## src/rtl/usr_seq_ctrl.sv

```systemverilog
// Command sequencer driving a universal_shift_register: load / shift-right-N / shift-left-N / load-then-shift-right-N.
// Optional build macro USR_CTRL_CNT_CLAMP_EN clamps the latched shift count to WIDTH.
module usr_seq_ctrl #(
  parameter int WIDTH = 4,
  parameter int CNT_W = 3
) (
  input  logic             clk,
  input  logic             clr,
  input  logic             cmd_valid,
  output logic             cmd_ready,
  input  logic [1:0]       cmd_op,
  input  logic [CNT_W-1:0] cmd_cnt,
  input  logic [WIDTH-1:0] cmd_data,
  output logic [1:0]       usr_sel,
  output logic [WIDTH-1:0] usr_parin,
  input  logic [WIDTH-1:0] usr_out,
  output logic             busy,
  output logic             done,
  output logic [WIDTH-1:0] result
);

  typedef enum logic [2:0] {
    S_IDLE,
    S_LOAD,
    S_SHIFT,
    S_CAPTURE,
    S_DONE
  } state_t;

  localparam logic [1:0] OP_LOAD     = 2'b00;
  localparam logic [1:0] OP_SHL      = 2'b10;
  localparam logic [1:0] OP_LOAD_SHR = 2'b11;

  localparam logic [1:0] SEL_HOLD = 2'b00;
  localparam logic [1:0] SEL_SHR  = 2'b01;
  localparam logic [1:0] SEL_SHL  = 2'b10;
  localparam logic [1:0] SEL_LOAD = 2'b11;

  state_t           state_reg;
  logic [1:0]       op_reg;
  logic [CNT_W-1:0] cnt_reg;
  logic [CNT_W-1:0] cnt_next;

`ifdef USR_CTRL_CNT_CLAMP_EN
  // If WIDTH exceeds the largest representable count the clamp never engages.
  localparam int               CNT_MAX   = (1 << CNT_W) - 1;
  localparam int               CLAMP_INT = (WIDTH < CNT_MAX) ? WIDTH : CNT_MAX;
  localparam logic [CNT_W-1:0] CLAMP_CNT = CLAMP_INT[CNT_W-1:0];
  assign cnt_next = (cmd_cnt > CLAMP_CNT) ? CLAMP_CNT : cmd_cnt;
`else
  assign cnt_next = cmd_cnt;
`endif

  assign cmd_ready = (state_reg == S_IDLE);
  assign busy      = (state_reg != S_IDLE);

  function automatic logic [1:0] shift_sel(input logic [1:0] op);
    return (op == OP_SHL) ? SEL_SHL : SEL_SHR;
  endfunction

  // usr_sel is loaded on the edge that enters a state, so it is valid for that whole state.
  always_ff @(posedge clk or posedge clr) begin
    if (clr) begin
      state_reg <= S_IDLE;
      op_reg    <= OP_LOAD;
      cnt_reg   <= '0;
      usr_sel   <= SEL_HOLD;
      usr_parin <= '0;
      result    <= '0;
      done      <= 1'b0;
    end else begin
      done <= 1'b0;
      case (state_reg)
        S_IDLE: begin
          usr_sel <= SEL_HOLD;
          if (cmd_valid) begin
            op_reg  <= cmd_op;
            cnt_reg <= cnt_next;
            if (cmd_op == OP_LOAD || cmd_op == OP_LOAD_SHR) begin
              state_reg <= S_LOAD;
              usr_sel   <= SEL_LOAD;
              usr_parin <= cmd_data;
            end else if (cnt_next != '0) begin
              state_reg <= S_SHIFT;
              usr_sel   <= shift_sel(cmd_op);
            end else begin
              state_reg <= S_CAPTURE;
            end
          end
        end
        S_LOAD: begin
          if (op_reg == OP_LOAD_SHR && cnt_reg != '0) begin
            state_reg <= S_SHIFT;
            usr_sel   <= SEL_SHR;
          end else begin
            state_reg <= S_CAPTURE;
            usr_sel   <= SEL_HOLD;
          end
        end
        S_SHIFT: begin
          cnt_reg <= cnt_reg - 1'b1;
          if (cnt_reg == CNT_W'(1)) begin
            state_reg <= S_CAPTURE;
            usr_sel   <= SEL_HOLD;
          end
        end
        S_CAPTURE: begin
          result    <= usr_out;
          done      <= 1'b1;
          state_reg <= S_DONE;
          usr_sel   <= SEL_HOLD;
        end
        S_DONE: begin
          state_reg <= S_IDLE;
          usr_sel   <= SEL_HOLD;
        end
        default: begin
          state_reg <= S_IDLE;
          usr_sel   <= SEL_HOLD;
        end
      endcase
    end
  end

endmodule

```

## config.mk

```make
export PLATFORM = sky130hd
export DESIGN_NAME = usr_seq_ctrl
export DESIGN_NICKNAME = d
export VERILOG_FILES = /design/src/rtl/usr_seq_ctrl.sv
export SDC_FILE = /design/constraint.sdc
export NUM_CORES = 1
export LEC_CHECK = 0
export CORE_ASPECT_RATIO = 1.1
export CORE_MARGIN = 3
export CORE_UTILIZATION = 48
export CTS_BUF_LIST = sky130_fd_sc_hd__clkbuf_8
export DETAILED_ROUTE_END_ITERATION = 7
export PLACE_DENSITY_LB_ADDON = 0.12
export SYNTH_ARGS = -nofsm -noshare
export SYNTH_HDL_FRONTEND = slang
export SYNTH_SLANG_ARGS = --single-unit
export TNS_END_PERCENT = 30
```

## constraint.sdc

```tcl
create_clock -name clk -period 1.9 [get_ports clk]
set_input_delay 0.19 -clock clk [delete_from_list [all_inputs] [get_ports clk]]
set_output_delay 0.19 -clock clk [all_outputs]
set_load 0.01 [all_outputs]
```

==> flow_summary.toml <==
[worst_setup_path]
critPathLaunchType = "flop"
path_max_fanout = 11
regToRegSetupSlack_ns = 0.33
worst_setup_path_end_kind = "output port"
crit_type = "flop to output port"
worst_ep_arrival_time_ns = 1.65
reg2regPathDepth = 3
critPathRequiredTime_ns = 1.71

[placed_design]
port-buffer-count = 28
gp_congestion = 0.816
dp_hpwl_mm = 1.59
place_inst = 140

[synthesis]
ys_seq_area_share_pct = 47.6
synth-simple-area-share_pct = 17.7
synth_adder_area_share_pct = 5.01
syn_area_um2 = 998
synth.distinct_cells = 32
synth_top_family_by_area = "simple AND/OR/NAND/NOR gates"
synth_nets = 106
synth_compound_area_share_pct = 11.9
yosys-mux-area-fraction_pct = 12.8
synth_area_per_cell_um2 = 11.6
ys_ff_latch = 19
synthCells = 86
synth_xor_area_share_pct = 0
yosysWarnings = 0

[timing]
fin_crit_sh_pct = 97.0
clock.fmax_ghz = 0.542
setup_viol = 0
fin_crit_ns = 1.84
rsz0062_at_grt = "false"
hold_viol_final = 0
tightest_slew_ns = 0.419
slew_violations = 0
skew_ns = 0.00621
max_slew_margin_pct = 72.0
fin_setup_tns_ns = 0
timing.hold.ws_ns = 0.250

[power]
p_leak_uw = 0.000599
irDropWorstVdd_mv = 1.05
netSwitchingPower_uw = 735
total_power_uw = 2080
seq_power_share_pct = 38.5
power.internal_uw = 1350
clockPowerShare_pct = 13.7
p_per_area_mw_per_mm2 = 1530
comb_power_share_pct = 47.8
swShare_pct = 35.3

[drt]
drtIter0Drc = 16
vias = 762
drcViolationCount = 0
dr.pass1.iters = 4
wl_per_cell_um = 14.9
vias_per_cell = 5.29
postRouteAntennaNets = 0
drt_wl_total_mm = 2.15

[flow_run]
cap_viol_max_count = 0

[cells_and_area]
fin_cells = 144
reg_top3 = "result: 4 flops, usr_parin: 4 flops"
n_fill_cell = 164
antennaDiodeCount = 0
area_growth_pct = 36.1
drive_above_1_share_pct = 18.8
nets = 138
final_util_pct = 72.2

[die]
ios = 29
initial_core_util_pct = 53.1
num_rows = 16
design.core.area_mm2 = 0.00188
die_h_um = 53.8
die_area_mm2 = 0.00266
die_w_um = 49.5

[global_route]
grt_max_degree = 20
grt_usage_pct = 18.0
grt_pass1_wl_mm = 3.49
grt_antenna_before_repair = 0
grt_overflow_total = 0
grt_pass1_vias = 765

[clock_tree]
numCtsBuffers = 3
postCtsHoldBufs = 0
tritoncts = "done"
clock_latency_ns = 0.26
clock_sinks = 19
post_cts_buffers = 0
root_buffer = "clkbuf_8"
h-tree-depth = 1
clk_path_buf_depth = 2
ctsResizeCount = 0
clk_pin_slew_ns = 0.08

[hold_path]
hold_path_class = "input port to async pin"

[outcome]
outcome = "finished clean"
## power groups by stage
| stage | combinational (uW) | sequential [uW] | clock, uW |
|---|---|---|---|
| 2_1_floorplan | 626 | 762 | 0 |
| 3_3_place_gp | 967 | 792 | 0 |
| 3_5_place_dp | 1000 | 802 | 0 |
| 4_1_cts | 1010 | 801 | 293 |
| 5_1_grt | 1080 | 834 | 308 |
| 6_report | 995 | 802 | 285 |
## cell families (layout without fill, tap and decap cells)
logic type | count (synthesis) | count (layout)
and+or+nand+nor | 25 | 25
AOI/OAI and AO/OA | 17 | 17
muxes | 10 | 10
DFF | 19 | 19
adders and majority gates | 4 | 4
buffers and inverters | 11 | 42
## stage by stage
stage | cell area [um^2] | setup slack, ns
floorplan | 998 | 0.544
global placement | 1310 | 0.277
detailed placement | 1310 | 0.240
CTS | 1360 | 0.0564
global route | 1360 | 0.00237
finish | 1360 | 0.0561
## path summary, 6_finish.rpt
check | start | endpoint
setup / recovery | state_reg[2] | cmd_ready
hold / removal | clr | usr_parin[0]
setup reg to reg | state_reg[2] | usr_parin[3]
hold reg to reg | result[3] | result[3]
max in group asynchronous | clr | state_reg[0]
min in group clk | result[3] | result[3]
## cell usage after synthesis (all sizes together)
master  instances  area share [%]
a211oi          3             2.3
a21o            2             1.5
a21oi           2             1.0
a22o            1            0.88
a22oi           1            0.75
a311o           1             1.0
buf             3             2.0
clkbuf          1            0.38
dfrtp          19              48
ha              4             5.0
inv             7             2.6
mux2           10              13
nand2           1             1.1
nand2b          1            0.63
nand3           1            0.50
nand4           1            0.63
nand4b          1            0.88
nor2            5             1.9
nor2b           5             3.1
nor3            3             1.5
nor3b           3             2.8
nor4            1            0.63
nor4b           1             2.4
nor4bb          1             1.0
o211ai          1            0.75
o21ai           4             2.0
o221a           1             1.1
o22ai           1            0.63
or3             1            0.63
## cell type report
cell class,instances,area (um^2),share of cell area [%]
inverter,7,26.3,1.93
sequential,19,477,35.1
multi-input combinational,56,473,34.8
clock inverter,1,5.00,0.368
timing repair buffer,31,303,22.3
clock buffer,3,41.3,3.04
tap,27,33.8,2.49
## cell usage in the layout (no fill, tap or decap), drive strengths merged, types with 4 or more instances in the layout
| master | n |
|---|---|
| ha | 4 |
| o21ai | 4 |
| mux2 | 10 |
| dfrtp | 19 |
| nor2b | 5 |
| inv | 7 |
| clkdlybuf4s50 | 28 |
| nor2 | 5 |
## worst max-delay path, stage by stage, from the launching register on
cell and delay [ns]:
dfrtp_1 0.53, nor3_1 0.29, clkdlybuf4s50_1 0.58
## metal layers
metal / global-route usage (%) / up-vias / part of all wire, % / routed length [um]
li1: - / 371 / - / -
met1: 21.2 / 371 / 43 / 920
met2: 31.5 / 18 / 53 / 1130
met3: 3.05 / 2 / 3.8 / 82
met4: 10.6 / 0 / 0.79 / 17
met5: 0 / - / 0 / 0
Power figures use the tool's default switching activity.
==> patch 1, RTL diff (config.mk and constraints unchanged) <==
`WIDTH`: 4 -> 5.
--- a/src/rtl/usr_seq_ctrl.sv
+++ b/src/rtl/usr_seq_ctrl.sv
@@ -3,3 +3,3 @@
 module usr_seq_ctrl #(
-  parameter int WIDTH = 4,
+  parameter int WIDTH = 5,
   parameter int CNT_W = 3
Ports: changed (resized cmd_data, result, usr_out and usr_parin); port bits go from 29 to 33. No check against the original RTL was run, so the function may have changed too.
==> patch 1 against the original RTL <==
  * Worst setup slack better by 0.055 ns
  * Cell area increased by 9.6%
  * Largest cell class unchanged
  * Wire length grew 8.2%
  * Global-route usage increased by 0.35 points
  * Sequential cell count rose by 2
  * Sequential power is 11% higher
  * Clock skew shrank 0.0012 ns
  * Power is 12% higher
  * Area after synthesis rose by 8.6%
==> patch 1: results (changes against the original RTL) <==
LEAKAGE_POWER_nW=0.649  # +8.4%
GRT.OVERFLOW.TOTAL=0  # unchanged
POST_ROUTE_CELLS_DRIVE_ABOVE_1_SHARE_PCT=23.2  # +4.4 points
CTSLONGESTPATHBUFFERS=2  # unchanged
GRT_START_MAX_NET_PINS=15  # -25%
DP_HPWL_MM=1.78  # +12%
MAPPEDNETLISTNETS=112  # +5.7%
GROUTE.USAGE.OVERALL_PCT=18.3  # +0.35 points
VIA_COUNT_OF_THE_FIRST_GLOBAL_ROUTING_PASS=882  # +15%
FINISH.NET_COUNT=148  # +7.2%
ARRIVAL_NS=1.60  # -0.05 ns
VDD_DROP_MAX_V=0.00106  # +0.43%
RUN_STATUS='completed'
GP_CONGESTION=0.900  # +10%
CLK_PIN_SLEW_WORST_PATHS_NS=0.08  # about the same
FIRSTDRTPASSITERS=4  # unchanged
SYNTH_CELLS=90  # +4.7%
SYNTH_CELL_TYPES=35  # +9.4%
FILLER_CELL_COUNT=168  # +2.4%
ANTENNA-DIODE-COUNT=0  # unchanged
PLACEMENT.CELL_AREA_SQ_UM=1440  # +9.9%
CLK_LATENCY_NS=0.26  # about the same
POST_SYNTH_MOST_FREQUENT_CELLS='sky130_fd_sc_hd__dfrtp_1, sky130_fd_sc_hd__inv_1, sky130_fd_sc_hd__mux2_2, sky130_fd_sc_hd__o21ai_0, sky130_fd_sc_hd__mux2_4'
NUMCTSBUFFERS=3  # unchanged
WL_PER_CELL_UM=15.2  # +1.9%
WORST_HOLD_PATH_TYPE='in -> async'
NUMBER_OF_DRC_VIOLATIONS_AFTER_DETAILED_ROUTING_ITERATION_0=7  # -9
NETSWITCHINGPOWER_uW=831  # +13%
WORST_CLOCK_SKEW_NS=0.00505  # -0.00116 ns
SHARE_OF_FLIP_FLOPS_WITH_AN_ASYNCHRONOUS_SET_OR_RESET_PCT=100  # unchanged
RELSLEWSLACK_PCT=73.5  # +1.6 points
AREA_DELTA_SYNTH_FINAL_PCT=37.3
SYNTH_SEQUENTIAL_AREA_RATIO_PCT=48.4  # +0.82 points
YS_TOP_CELLS_BY_AREA='sky130_fd_sc_hd__dfrtp_1, sky130_fd_sc_hd__mux2_2, sky130_fd_sc_hd__mux2_4'
CTS_ROOT_BUF='sky130_fd_sc_hd__clkbuf_8'
PLACE.PORT_BUFFERS=32  # +14%
ANTENNA_FOUND_INITIAL=0  # unchanged
WORSTPATHMAXFANOUT=14  # +3
H-TREE-DEPTH=1  # unchanged
VIAS=829  # +8.8%
VIAS_PER_STD_CELL=5.42  # +2.4%
GRT_FIRST_PASS_WIRELENGTH_MM=4.01  # +15%
HOLD_VIOL_FINAL=0  # unchanged
TOP_REGS='result x5, usr_parin x5'
YOSYS_WARNINGS=0  # unchanged
PLACE_WORST_SETUP_SLACK_NS=0.162  # -0.0775 ns
CRIT_PATH_START='state_reg[1]'
patch 1: worst max-delay path, stage by stage, from the launching register on:
cell and delay (ns):
sky130_fd_sc_hd__dfrtp_2 0.52, sky130_fd_sc_hd__nor3_1 0.25, sky130_fd_sc_hd__clkdlybuf4s50_1 0.57
patch 1: final timing paths:
path	slack, ns	cells after the start	to
max	0.11	2	cmd_ready
min	0.19	2	usr_parin[4]
max reg2reg	0.36	3	usr_parin[1]
min reg2reg	0.51	1	result[2]
max in group asynchronous	1.20	3	state_reg[0]
min in group clk	0.51	1	result[2]
patch 1: timing repair:
item                       CTS  global route
resized for setup            0             2
buffers inserted             0             0
setup endpoints to repair    0             2
patch 1: layer usage:
metal  track usage, %  wire length [um]
met5                0                 0
met4             6.37                13
met3             4.83               134
met2             30.0              1220
met1             23.2               963
patch 1: power groups by stage:
stage | sequential [mW] | clock (mW) | combinational [mW]
after floorplan | 0.867 | 0 | 0.683
after global placement | 0.875 | 0 | 1.12
after detailed placement | 0.888 | 0 | 1.15
after CTS | 0.883 | 0.291 | 1.16
after global routing | 0.925 | 0.316 | 1.25
final | 0.892 | 0.287 | 1.15
patch 1: layout make-up:
cell class | instances | area share [%]
Multi-Input combinational cell | 57 | 34.1
Clock buffer | 3 | 2.77
Sequential cell | 21 | 35.5
Tap cell | 28 | 2.35
Inverter | 8 | 2.02
Clock inverter | 1 | 0.252
Timing Repair Buffer | 35 | 23.0
patch 1: kinds of logic (layout without fill, tap and decap cells):
kind of cell | Yosys count | count (layout) | synth area share [%]
flops | 21 | 21 | 48.4
mux | 13 | 13 | 15.1
buf+inv | 12 | 47 | 4.73
fa+ha+maj | 4 | 4 | 4.61
simple gates | 23 | 23 | 15.9
compound gates | 17 | 17 | 11.2
==> patch 2, RTL diff (same flow settings) <==
Without the edit above. Re-encode `state_t` (5 states) as Gray code, 3 bits wide.
--- a/src/rtl/usr_seq_ctrl.sv
+++ b/src/rtl/usr_seq_ctrl.sv
@@ -22,7 +22,7 @@
   typedef enum logic [2:0] {
-    S_IDLE,
-    S_LOAD,
-    S_SHIFT,
-    S_CAPTURE,
-    S_DONE
+    S_IDLE    = 3'b000,
+    S_LOAD    = 3'b001,
+    S_SHIFT   = 3'b011,
+    S_CAPTURE = 3'b010,
+    S_DONE    = 3'b110
   } state_t;
Function: no difference found for any inputs over 10 cycles, from zero or initial values; not proved beyond that.
==> patch 2 against the original RTL <==
  * Core utilization shrank 1.2 points
  * Largest power group unchanged
  * Worst setup slack gained 0.050 ns
  * Sequential cell count is the same
  * Synthesized cell count shrank 12%
  * Area after synthesis shrank 6.0%
  * Wire length shrank 10%
  * Cell area shrank 4.8%
  * Combinational power shrank 5.4%
  * Highest routed layer unchanged
  * Power shrank 5.8%
==> patch 2: results (changes against the original RTL) <==
FILLER_CELL_COUNT=136  # -17%
VIAS=701  # -8.0%
WORST_CLOCK_SKEW_NS=0.00243  # -0.00377 ns
YOSYS_WARNINGS=0  # unchanged
GRT_FIRST_PASS_WIRELENGTH_MM=3.04  # -13%
ANTENNA_FOUND_INITIAL=0  # unchanged
LEAKAGE_POWER_nW=0.568  # -5.1%
FIRSTDRTPASSITERS=4  # unchanged
PLACEMENT.CELL_AREA_SQ_UM=1230  # -6.0%
CLK_LATENCY_NS=0.25
FINAL.PERIOD_UTILIZATION_PCT=94.4  # -2.6 points
SYNTH_CELL_TYPES=31  # -3.1%
GROUTE.USAGE.OVERALL_PCT=16.7  # -1.3 points
NUMBER_OF_DRC_VIOLATIONS_AFTER_DETAILED_ROUTING_ITERATION_0=9  # -7
FINISH.NET_COUNT=129  # -6.5%
RUN_STATUS='completed'
WORST_PATH_LARGEST_CELL_DELAY_NS=0.58  # about the same
NUMCTSBUFFERS=3  # unchanged
CLK_PIN_SLEW_WORST_PATHS_NS=0.07
ANTENNA-DIODE-COUNT=0  # unchanged
WL_PER_CELL_UM=14.3  # -4.5%
GP_CONGESTION=0.747  # -8.5%
PLACE.PORT_BUFFERS=28  # unchanged
POST_ROUTE_CELLS_DRIVE_ABOVE_1_SHARE_PCT=19.4  # +0.64 points
VIA_COUNT_OF_THE_FIRST_GLOBAL_ROUTING_PASS=684  # -11%
R2R_SETUP_SLACK_NS=0.22  # -0.11 ns
YS_TOP_CELLS_BY_AREA='sky130_fd_sc_hd__dfrtp_1, sky130_fd_sc_hd__mux2_4, sky130_fd_sc_hd__mux2_2'
GRT_START_MAX_NET_PINS=20  # unchanged
VDD_DROP_MAX_V=0.000919  # -13%
H-TREE-DEPTH=1  # unchanged
WORSTREGTOREGCELLS=4  # +1
WORST_SLEW_PIN_SLEW_NS=0.374  # -0.0441 ns
WORSTPATHMAXFANOUT=7  # -4
FIN_HOLD_WS_NS=0.248  # -0.00168 ns
SYNTH_SEQUENTIAL_AREA_RATIO_PCT=50.7  # +3.0 points
CTS.REPAIR_TIMING.SETUP_BUFFER_COUNT=0  # unchanged
ARRIVAL_NS=1.60  # -0.05 ns
CTSLONGESTPATHBUFFERS=2  # unchanged
POST_SYNTH_MOST_FREQUENT_CELLS='sky130_fd_sc_hd__dfrtp_1, sky130_fd_sc_hd__inv_1, sky130_fd_sc_hd__mux2_2'
CTS_ROOT_BUF='sky130_fd_sc_hd__clkbuf_8'
DP_HPWL_MM=1.42  # -11%
POST_CTS_RESIZE_COUNT=0  # unchanged
TOP_REGS='result x4, usr_parin x4'
SHARE_OF_FLIP_FLOPS_WITH_AN_ASYNCHRONOUS_SET_OR_RESET_PCT=100  # unchanged
MAPPEDNETLISTNETS=96  # -9.4%
WORST_HOLD_PATH_TYPE='in -> async'
TOP_FAMILY_BY_DELAY_ON_CRITICAL_PATH='buffers and inverters'
CRITICAL_PATH.SLOWEST_CELL='sky130_fd_sc_hd__clkdlybuf4s50_1'
[patch 2: changes by cell type in the layout (fill, tap and decap cells not counted), moves of 2 or more]
cell                       before  now
sky130_fd_sc_hd__nand2_1        0    4
sky130_fd_sc_hd__nor2_1         5    2
sky130_fd_sc_hd__nand3_1        1    4
sky130_fd_sc_hd__nor2b_1        5    1
sky130_fd_sc_hd__o21ai_0        4    1
sky130_fd_sc_hd__nand2b_1       1    3
sky130_fd_sc_hd__inv_1          7    5
sky130_fd_sc_hd__nor3_1         3    1
[patch 2: worst reg2reg max path, delay by kind of cell (launching register included)]
family	cells	cell delay, ns
buf+inv	1	0.17
mux	1	0.36
flops	1	0.48
simple gates	2	0.56
[patch 2: area by class of cell]
type	instances	area, sq um	area share, %
Clock inverter	1	5.00	0.387
Multi-Input combinational cell	49	417	32.2
Tap cell	27	33.8	2.61
Inverter	5	18.8	1.45
Timing Repair Buffer	31	303	23.4
Sequential cell	19	475	36.8
Clock buffer	3	41.3	3.19
[patch 2: cell families after synthesis]
| group | Yosys count | share of synthesized area (%) |
|---|---|---|
| multiplexers | 9 | 12.4 |
| AO/OA/AOI/OAI | 14 | 11.5 |
| adder cells (fa/ha/maj) | 4 | 5.33 |
| flip-flops | 19 | 50.7 |
| AND/OR/NAND/NOR | 22 | 15.2 |
| buffers and inverters | 8 | 4.93 |
[patch 2: layer usage]
layer	up-vias	wire length, um	track usage, %
li1	332	-	-
met1	330	843	22.7
met2	35	971	25.7
met3	4	97	3.78
met4	0	13	5.38
met5	-	0	0
[patch 2: path summary, 6_finish.rpt]
path | startpoint | end
setup / recovery | state_reg[0] | cmd_ready
hold / removal | clr | result[3]
setup reg to reg | state_reg[0] | op_reg[1]
hold reg to reg | op_reg[0] | op_reg[0]
max in group asynchronous | clr | cnt_reg[1]
min in group clk | op_reg[0] | op_reg[0]
[patch 2: where the power goes]
group / internal (mW) / switching, mW / total (mW)
registers: 0.596 / 0.146 / 0.742
logic: 0.565 / 0.376 / 0.941
clock network: 0.146 / 0.132 / 0.278
total: 1.31 / 0.655 / 1.96
[patch 2: stage by stage]
step	setup slack [ns]	std cells
after CTS	0.0405	133
after global placement	0.0778	129
final	0.106	135
after floorplan	0.411	76
after global routing	0.0477	135
after detailed placement	0.0532	129
